### config.mk
export PLATFORM = sky130hd
export DESIGN_NAME = pdm_decimator
export DESIGN_NICKNAME = d
export VERILOG_FILES = /design/src/rtl/audio_pkg.sv /design/src/rtl/sync2.sv /design/src/rtl/pdm_decimator.sv
export SDC_FILE = /design/constraint.sdc
export NUM_CORES = 1
export LEC_CHECK = 0
export CAP_MARGIN = 20
export CORE_ASPECT_RATIO = 2
export CORE_UTILIZATION = 52
export DETAILED_ROUTE_END_ITERATION = 16
export MAX_ROUTING_LAYER = met4
export PLACE_DENSITY = 0.74
export SLEW_MARGIN = 20
export SYNTH_ARGS = -nofsm -noshare
export SYNTH_HDL_FRONTEND = slang
export SYNTH_SLANG_ARGS = --single-unit
### constraint.sdc
create_clock -name clk -period 4.9 [get_ports clk]
set_clock_uncertainty 0.05 [all_clocks]
set_input_delay 0.735 -clock clk [delete_from_list [all_inputs] [get_ports clk]]
set_output_delay 0.735 -clock clk [all_outputs]
set_load 0.01 [all_outputs]
### src/rtl/audio_pkg.sv
// Shared constants and helpers for the audio receive/transmit path.
// No logic; elaborated at compile time only.
// Not applicable: no handshake.
package audio_pkg;

    localparam int PCM_W        = 16;
    localparam int CIC_ORDER    = 2;
    localparam int WARMUP_TICKS = 2;

    // Integrator width needed so that a full window sum of D^ORDER fits plus one guard bit.
    function automatic int cic_width(input int log2_decim);
        return CIC_ORDER * log2_decim + 1;
    endfunction

endpackage

### src/rtl/sync2.sv
// Two-flop synchronizer for a single asynchronous bit.
// Latency: 2 clk cycles.
// Backpressure: none; samples every cycle.
module sync2 (
    input  logic clk,
    input  logic rst_n,
    input  logic d,
    output logic q
);

    logic meta;

    always_ff @(posedge clk or negedge rst_n) begin
        if (!rst_n) begin
            meta <= 1'b0;
            q    <= 1'b0;
        end else begin
            meta <= d;
            q    <= meta;
        end
    end

endmodule

### src/rtl/pdm_decimator.sv
// PDM to unsigned PCM via 2nd-order CIC decimation by 2^LOG2_DECIM.
// Latency: sample registered 1 cycle after each decimation tick (plus 2-cycle input sync).
// Backpressure: one-entry valid/ready register; unaccepted samples are replaced and flag sticky overrun.
module pdm_decimator
    import audio_pkg::*;
#(
    parameter int LOG2_DECIM = 8,
    parameter int OUT_WIDTH  = PCM_W
) (
    input  logic                 clk,
    input  logic                 rst_n,
    input  logic                 pdm_in,
    output logic [OUT_WIDTH-1:0] pcm,
    output logic                 pcm_valid,
    input  logic                 pcm_ready,
    output logic                 overrun,
    input  logic                 overrun_clr
);

    localparam int W      = cic_width(LOG2_DECIM);
    localparam int PROD_W = 2 * LOG2_DECIM;
    localparam logic [W-1:0] R_MAX = W'((1 << PROD_W) - 1);

    logic                  s;
    logic [LOG2_DECIM-1:0] cnt;
    logic                  tick;
    logic [W-1:0]          i1, i2, i2_d, c1_d;
    logic [W-1:0]          c1, c2, rs;
    logic [1:0]            warm;
    logic                  load;
    logic                  accept;
    logic                  ovr_set;
    logic [OUT_WIDTH-1:0]  pcm_next;

    sync2 u_sync (
        .clk   (clk),
        .rst_n (rst_n),
        .d     (pdm_in),
        .q     (s)
    );

    assign tick = &cnt;
    assign c1   = i2 - i2_d;
    assign c2   = c1 - c1_d;
    // A full-scale window yields exactly D^2, one past the output range.
    assign rs   = (c2 > R_MAX) ? R_MAX : c2;

    if (PROD_W >= OUT_WIDTH) begin : g_shr
        assign pcm_next = OUT_WIDTH'(rs >> (PROD_W - OUT_WIDTH));
    end else begin : g_shl
        assign pcm_next = OUT_WIDTH'({rs, {(OUT_WIDTH - PROD_W){1'b0}}});
    end

    always_ff @(posedge clk or negedge rst_n) begin
        if (!rst_n) begin
            cnt  <= '0;
            i1   <= '0;
            i2   <= '0;
            i2_d <= '0;
            c1_d <= '0;
            warm <= '0;
        end else begin
            cnt <= cnt + 1'b1;
            i1  <= i1 + W'(s);
            i2  <= i2 + i1;
            if (tick) begin
                i2_d <= i2;
                c1_d <= c1;
                if (warm != 2'(WARMUP_TICKS)) begin
                    warm <= warm + 2'd1;
                end
            end
        end
    end

    // The first ticks after reset see partially filled combs, so they are dropped.
    assign load    = tick && (warm == 2'(WARMUP_TICKS));
    assign accept  = pcm_valid && pcm_ready;
    assign ovr_set = load && pcm_valid && !pcm_ready;

    always_ff @(posedge clk or negedge rst_n) begin
        if (!rst_n) begin
            pcm       <= '0;
            pcm_valid <= 1'b0;
        end else if (load) begin
            pcm       <= pcm_next;
            pcm_valid <= 1'b1;
        end else if (accept) begin
            pcm_valid <= 1'b0;
        end
    end

    always_ff @(posedge clk or negedge rst_n) begin
        if (!rst_n) begin
            overrun <= 1'b0;
        end else begin
            overrun <= ovr_set | (overrun & ~overrun_clr);
        end
    end

endmodule
==> summary.md, run 1 <==
| Metric | Value |
|---|---|
| Status | `completed` |
| Clock sink total | `just under 100` |
| Synthesis-stage register bit count | `slightly below 100` |
| Total number of vias | `roughly 4500` |
| WHS Path Cells | `0` |
| Worst setup SP type | `flop` |
| Initial antenna violation count | `0` |
| Grt total ovfl | `0` |
| Tightest Hold Check Type | `reg -> reg` |
| Synth Cell Area | `around 6000 µm²` |
| Crit path cell chain | `ha_1 > nor2b_1 > o21ai_0 > a21boi_0 > o21ai_0 > a21boi_0 > nor3_1 > nor2_1 > ha_1 > o21a_1 > o21ai_0 > nand2b_1 > and3_2 > a211oi_2 > xor2_2 > a31oi_1` |
| EDFF count, synth | `0` |
| Cell count along the critical path | `16` |
| # rows | `54` |
| Min cycle time layout | `~4500 ps` |
| Router iterations before antenna repair | `4` |
| Fin crit share | `between 90 and 100%` |
| Pins Over Slew Limit | `0` |
| Root buffer cell | `clkbuf_16` |
| FF-to-FF End | `pcm[1]` |
| Critical path arrival | `~4600 ps` |
| Syn Inst Count | `624` |
| Syn_area_per_cell | `about 9.5 µm²` |
| Worst Hold End | `u_sync.q` |
| Hold Crit Start | `u_sync.meta` |
| Routed Antenna Nets | `0` |
| Hold slack | `roughly 300 ps` |
| Largest net degree at the start of global routing | `between 60 and 70` |
| Crit path capture type | `flop` |
| Via density | `about 5.7` |
| M2 GR Usage | `a little over two fifths` |
| Final setup fails | `0` |
| CTS H-tree depth | `3` |
| Core Box Area | `between 10000 and 15000 µm²` |
| Slowest cell delay on critical path | `around 580 ps` |
| Prevailing post-synth register cell | `dfrtp_1` |
| Die width | `a little under 80 µm` |
| Switch share | `~48%` |
| First-pass GRT wire length | `20.9 mm` |
| Setup TNS | `0 ps` |
| Number of fillers in the final layout | `between 900 and 1000` |
| Hpwl dp | `roughly 9.4 mm` |
| Post-route insts no fill | `slightly below 800` |
| Net Sw Power | `between 2 and 2.5 mW` |
| Worst skew pair latency | `350 ps` |
| Post-CTS Setup Bufs | `0` |
| Final hold viol count | `0` |
| Top Usage Layer GRT | `met2` |
| GRT Util Overall | `about 23%` |
| Die ar. | `roughly 12000 µm²` |
| Post-synthesis sequential area ratio | `between 40 and 50%` |
| Layout cell share with drive strength beyond 1 | `under 10%` |
| Critical path buffers and inverters | `0` |
| DRC | `0` |
| Final instance area | `~6600 µm²` |
| F_max | `0.224 GHz` |
| Peak VDD IR | `0.548 mV` |
| Most frequent cells in the layout | `dfrtp_1 (98), nand2_1 (59), o21ai_0 (54)` |
| Clock buffer count from CTS | `9` |
| Cts repair resizes | `0` |
| Crit-path slowest cell | `xor2_2` |
| Seq pwr share | `between 20% and 30%` |
| ANT cells | `0` |
| Deepest clock path buffer count | `2` |
| Critical path required time | `5040 ps` |
| Number of global-route vias before repair | `~4600` |
| Synth async-reset ratio | `100%` |
| CTS Hold Bufs | `0` |
| Critical path fanouts, max | `16` |
| CTS tree | `yes` |
| Leak pwr | `a little over 3 nW` |
| Max-Cap Viols | `0` |
| Clock transition at path regs | `~70 ps` |
| # port buffers | `22` |
| CP top delay family | `compound AO/OA/AOI/OAI gates` |
| Syn. warnings | `0` |
| Die height | `153 µm` |
| Commonest non-fill, non-tap cell in the layout | `dfrtp_1` |
| M3 GR Usage | `3.40%` |
| I/O Pins | `23` |
| Initial DRC count | `between 150 and 200` |
| Measured slew at the worst slew-check pin | `850 ps` |
| Initial Util | `54.0%` |
| Worst R2R Path Depth | `16` |
| GP Congestion | `~0.94` |
| Yosys cell types | `60` |
| GR Util met1 | `between 20% and 30%` |
| Internal power | `around 2.5 mW` |
| Total wire length | `about 12 mm` |
| Critical setup path kind | `reg -> reg` |
| Routed WL per cell | `around 16 µm` |
| Most common cell type on the critical path | `o21ai_0` |
| Layout area overhead | `10.5%` |
| Cell Pwr Density | `about 700 nW/µm²` |
| Dpl cells | `775` |
| Dpl cell area | `~6300 µm²` |
| Net Count, Synth | `~680` |
| RSZ-0062 raised after global routing | `false` |
| Logic pwr share | `around 65%` |
| Slew headroom | `43.3%` |
| R2r setup slk | `440 ps` |
| Worst r2r src | `i2[1]` |
| Clock power share | `around 15%` |
| Layout net count | `706` |
## cell type report
cell class	count	area, µm²	area share, %
multi-input combinational	464	3230	49.1
inverter	48	180	2.74
clock inverter	6	56.3	0.857
timing repair buffer	25	240	3.66
tap	140	175	2.67
sequential	98	2450	37.3
clock buffer	10	239	3.64
## routing by layer
| metal | part of all wire [%] | wire (µm) |
|---|---|---|
| met1 | 37 | 4610 |
| met2 | 55 | 6820 |
| met3 | 1.9 | 238 |
| met4 | 5.3 | 652 |
| met5 | 0 | 0 |
## Yosys cell counts (2+ instances only)
master     n  area share, %
nand2_1   59            3.7
mux2_2     5           0.95
ha_1      52             11
a21o_2     3           0.44
and4_1     2           0.29
buf_6      2           0.38
o21bai_1   3           0.38
o21ai_0   54            4.5
or3_1      2           0.21
dfrtp_1   98             41
o31ai_1    7           0.88
nor2_1    49            3.1
and3_1     8           0.84
a21o_1     7           0.88
nand4_1    5           0.53
fa_1       3            1.0
xor2_1    27            4.0
a211oi_1   3           0.38
a21boi_0   4           0.50
a311oi_1   2           0.29
and3_2     2           0.25
a31oi_1   19            2.0
or2_2      2           0.21
and2_1     5           0.53
nand2b_1   5           0.53
nor3_1     5           0.42
clkbuf_1   9           0.57
o211ai_1   8            1.0
nor4_1     3           0.32
inv_1     48            3.0
nor3b_1    2           0.25
xnor2_1   31            4.6
nand3_1   17            1.4
o21a_1    10            1.3
mux2i_1    2           0.34
nor2b_1    4           0.42
o31a_1     4           0.59
a21oi_1   31            2.6
## worst max path at each step
stage	from	to	slack (ps)
6_report	i2[1]	pcm[1]	440
5_1_grt	i2[1]	pcm[8]	110
4_1_cts	i2[1]	pcm[3]	440
3_5_place_dp	i2[1]	pcm[3]	460
3_3_place_gp	i2[1]	pcm[14]	650
2_1_floorplan	i2[1]	pcm[10]	1130
## kinds of logic (layout without fill, tap and decap cells)
logic type	Yosys count	in the layout	synth area share [%]
xor gates and xnor gates	60	60	9.09
buffers and inverters	62	89	4.48
DFF	98	98	41.2
AOI/OAI and AO/OA	169	169	18.4
adders and majority gates	55	55	12.0
muxes	7	7	1.28
and+or+nand+nor	173	173	13.5
## registers in the layout, indices dropped and copies added, names as in the netlist
signal       cells
pcm_valid        1
cnt              8
u_sync.q         1
i1              17
overrun          1
pcm             16
c1_d            17
u_sync.meta      1
i2              17
warm             2
i2_d            17
## through the flow
stage	setup WS, ps	power, mW	util [%]
CTS	445	4.69	59.7
global placement	649	3.87	57.0
floorplan	1130	3.40	-
global route	109	5.05	59.7
detailed placement	463	3.97	57.0
finish	442	4.70	59.7
## power groups by stage
stage / Clock, mW / Sequential, mW / Combinational, mW
after floorplan: 0 / 0.961 / 2.44
after global placement: 0 / 0.978 / 2.89
after detailed placement: 0 / 0.985 / 2.99
after CTS: 0.710 / 0.971 / 3.01
after global routing: 0.744 / 0.983 / 3.32
final: 0.696 / 0.970 / 3.04
Note: power is estimated with default switching activity, not from simulation.
==> inputs of run 2 (changes only) <==
--- a/config.mk
+++ b/config.mk
@@ -5,12 +5,14 @@
 export SDC_FILE = /design/constraint.sdc
 export NUM_CORES = 1
 export LEC_CHECK = 0
-export CAP_MARGIN = 20
+export CAP_MARGIN = 10
+export CELL_PAD_IN_SITES_DETAIL_PLACEMENT = 1
+export CELL_PAD_IN_SITES_GLOBAL_PLACEMENT = 1
 export CORE_ASPECT_RATIO = 2
-export CORE_UTILIZATION = 52
+export CORE_UTILIZATION = 48
 export DETAILED_ROUTE_END_ITERATION = 16
 export MAX_ROUTING_LAYER = met4
-export PLACE_DENSITY = 0.74
+export PLACE_DENSITY = 0.84
 export SLEW_MARGIN = 20
 export SYNTH_ARGS = -nofsm -noshare
 export SYNTH_HDL_FRONTEND = slang
==> summary.md, run 2 (synthesis gave the netlist of run 1 again) <==
| Metric | Value |
|---|---|
| Clock transition at path regs | `80 ps (about the same)` |
| Worst r2r src | `i2[1]` |
| Logic pwr share | `64.6% (about the same)` |
| Critical path fanouts, max | `16 (unchanged)` |
| Slew headroom | `37.8% (-5.6 points)` |
| CTS tree | `yes` |
| Dpl ws | `512 ps (+48.9 ps)` |
| Initial antenna violation count | `0 (unchanged)` |
| Routed Antenna Nets | `0 (unchanged)` |
| Initial DRC count | `141 (-24%)` |
| Largest net degree at the start of global routing | `57 (-9.5%)` |
| Crit path capture type | `flop` |
| Power Total | `4.88 mW (+3.8%)` |
| Peak VDD IR | `0.933 mV (+70%)` |
| Seq pwr share | `19.9% (-0.7 points)` |
| Internal power | `2.55 mW (+3.7%)` |
| GR Util met1 | `24.6% (+2.5 points)` |
| Final hold viol count | `0 (unchanged)` |
| I/O Pins | `23 (unchanged)` |
| Most frequent cells in the layout | `dfrtp_1 (98), nand2_1 (59), o21ai_0 (54)` |
| Final setup fails | `0 (unchanged)` |
| Die height | `159 µm (+4.0%)` |
| CTS Hold Bufs | `0 (unchanged)` |
| Worst Setup SP | `i2[1]` |
| Total number of vias | `4628 (+3.0%)` |
| M2 GR Usage | `46.6% (+4.2 points)` |
| Grt total ovfl | `0 (unchanged)` |
| Setup WS post-layout | `460 ps (+17.8 ps)` |
| GRT Util Overall | `24.8% (+1.8 points)` |
| Worst R2R Path Depth | `18 (+2)` |
| Router iterations before antenna repair | `4 (unchanged)` |
| Via density | `5.79 (+2.0%)` |
| Number of global-route vias before repair | `5070 (+10%)` |
| Measured slew at the worst slew-check pin | `934 ps (+83.5 ps)` |
| Commonest non-fill, non-tap cell in the layout | `dfrtp_1` |
| Switch share | `47.8% (about the same)` |
| End of the critical path | `pcm[0]` |
| Clock buffer count from CTS | `9 (unchanged)` |
| Layout cell share with drive strength beyond 1 | `6.60% (+0.14 points)` |
| Net Sw Power | `2.33 mW (+3.8%)` |
| Tightest Hold Check Type | `reg -> reg` |
| DRC | `0 (unchanged)` |
| Clock power share | `15.5% (+0.7 points)` |
| F_max | `0.225 GHz (+0.40%)` |
| Layout area overhead | `11.1%` |
| Max-Cap Viols | `0 (unchanged)` |
| R2r setup slk | `460 ps (+20 ps)` |
| Routed WL per cell | `17.7 µm (+14%)` |
| ANT cells | `0 (unchanged)` |
| # port buffers | `22 (unchanged)` |
| GP Congestion | `0.867 (-8.1%)` |
| Layout net count | `707 (+0.14%)` |
| M3 GR Usage | `3.09% (-0.31 points)` |
| Clock sink total | `98 (unchanged)` |
| Critical setup path kind | `reg -> reg` |
| Die ar. | `12900 µm² (+8.2%)` |
| Hpwl dp | `10.7 mm (+14%)` |
| Cell Pwr Density | `739 nW/µm² (+3.2%)` |
| Die width | `80.7 µm (+4.0%)` |
| Setup TNS | `0 ps (unchanged)` |
| Dpl cell area | `6290 µm² (+0.26%)` |
| Critical path arrival | `4580 ps (about the same)` |
| Min cycle time layout | `4440 ps (-17.8 ps)` |
| Post-CTS Setup Bufs | `0 (unchanged)` |
| Pins Over Slew Limit | `0 (unchanged)` |
| Post-layout util | `54.5% (-5.2 points)` |
| Final instance area | `6610 µm² (+0.53%)` |
| Total wire length | `14.2 mm (+15%)` |
| First-pass GRT wire length | `23.9 mm (+14%)` |
| Top Usage Layer GRT | `met2` |
| CTS H-tree depth | `3 (unchanged)` |
| Initial Util | `49.1% (-4.9 points)` |
| # rows | `57 (+5.6%)` |
| Worst skew pair latency | `350 ps (about the same)` |
| FF-to-FF End | `pcm[0]` |
| Root buffer cell | `clkbuf_16` |
| Core Box Area | `12100 µm² (+10%)` |
| Leak pwr | `3.06 nW (+0.46%)` |
| Fin crit share | `90.6% (-0.36 points)` |
| Status | `completed` |
| Deepest clock path buffer count | `2 (unchanged)` |
| Cts repair resizes | `0 (unchanged)` |
| RSZ-0062 raised after global routing | `false` |
| Worst setup SP type | `flop` |
| Critical path required time | `5040 ps (about the same)` |
[run 2: final cells by class]
cell class,count,area (µm²)
Inverter,48,180
Sequential cell,98,2450
Tap cell,147,184
Multi-Input combinational cell,464,3230
Clock inverter,7,88.8
Clock buffer,9,225
Timing Repair Buffer,26,248
Fill cell,1413,5520
[run 2: critical path, cell delays in order (launching register included)]
cell and delay, ps:
dfrtp_1 430, ha_1 300, nor2b_1 120, o21ai_0 210, a21boi_0 140, buf_4 170, o21ai_0 510, a21boi_0 240
nor3_1 260, nor2_1 80, ha_1 360, o21a_1 130, o21ai_0 140, nand2b_1 110, and3_2 230, a211oi_2 290
xor2_2 150, buf_4 230, a31oi_1 120
[run 2: worst min path at each step]
stage | startpoint | endpoint | slack [ps] | cells after the start
final | u_sync.meta | u_sync.q | 300 | 0
after global routing | u_sync.meta | u_sync.q | 330 | 0
after CTS | u_sync.meta | u_sync.q | 300 | 0
after detailed placement | u_sync.meta | u_sync.q | 290 | 0
after global placement | u_sync.meta | u_sync.q | 280 | 0
after floorplan | u_sync.meta | u_sync.q | 280 | 0
[run 2: power groups by stage]
stage,clock [mW],combinational [mW],sequential (mW)
final,0.755,3.15,0.972
after global routing,0.805,3.45,0.983
after CTS,0.776,3.15,0.973
after detailed placement,0,3.13,0.986
after global placement,0,3.03,0.979
after floorplan,0,2.44,0.961
[run 2: layer usage]
layer	share of wire [%]	wire, µm
met5	0	0
met2	58	8270
met4	3.8	533
met3	1.6	222
met1	36	5150
[run 2: per-stage QoR]
| step | instances | hold WS (ps) |
|---|---|---|
| 6_report | 799 | 303 |
| 5_1_grt | 799 | 326 |
| 4_1_cts | 799 | 305 |
| 3_5_place_dp | 783 | 286 |
| 3_3_place_gp | 783 | 282 |
| 2_1_floorplan | 624 | 281 |
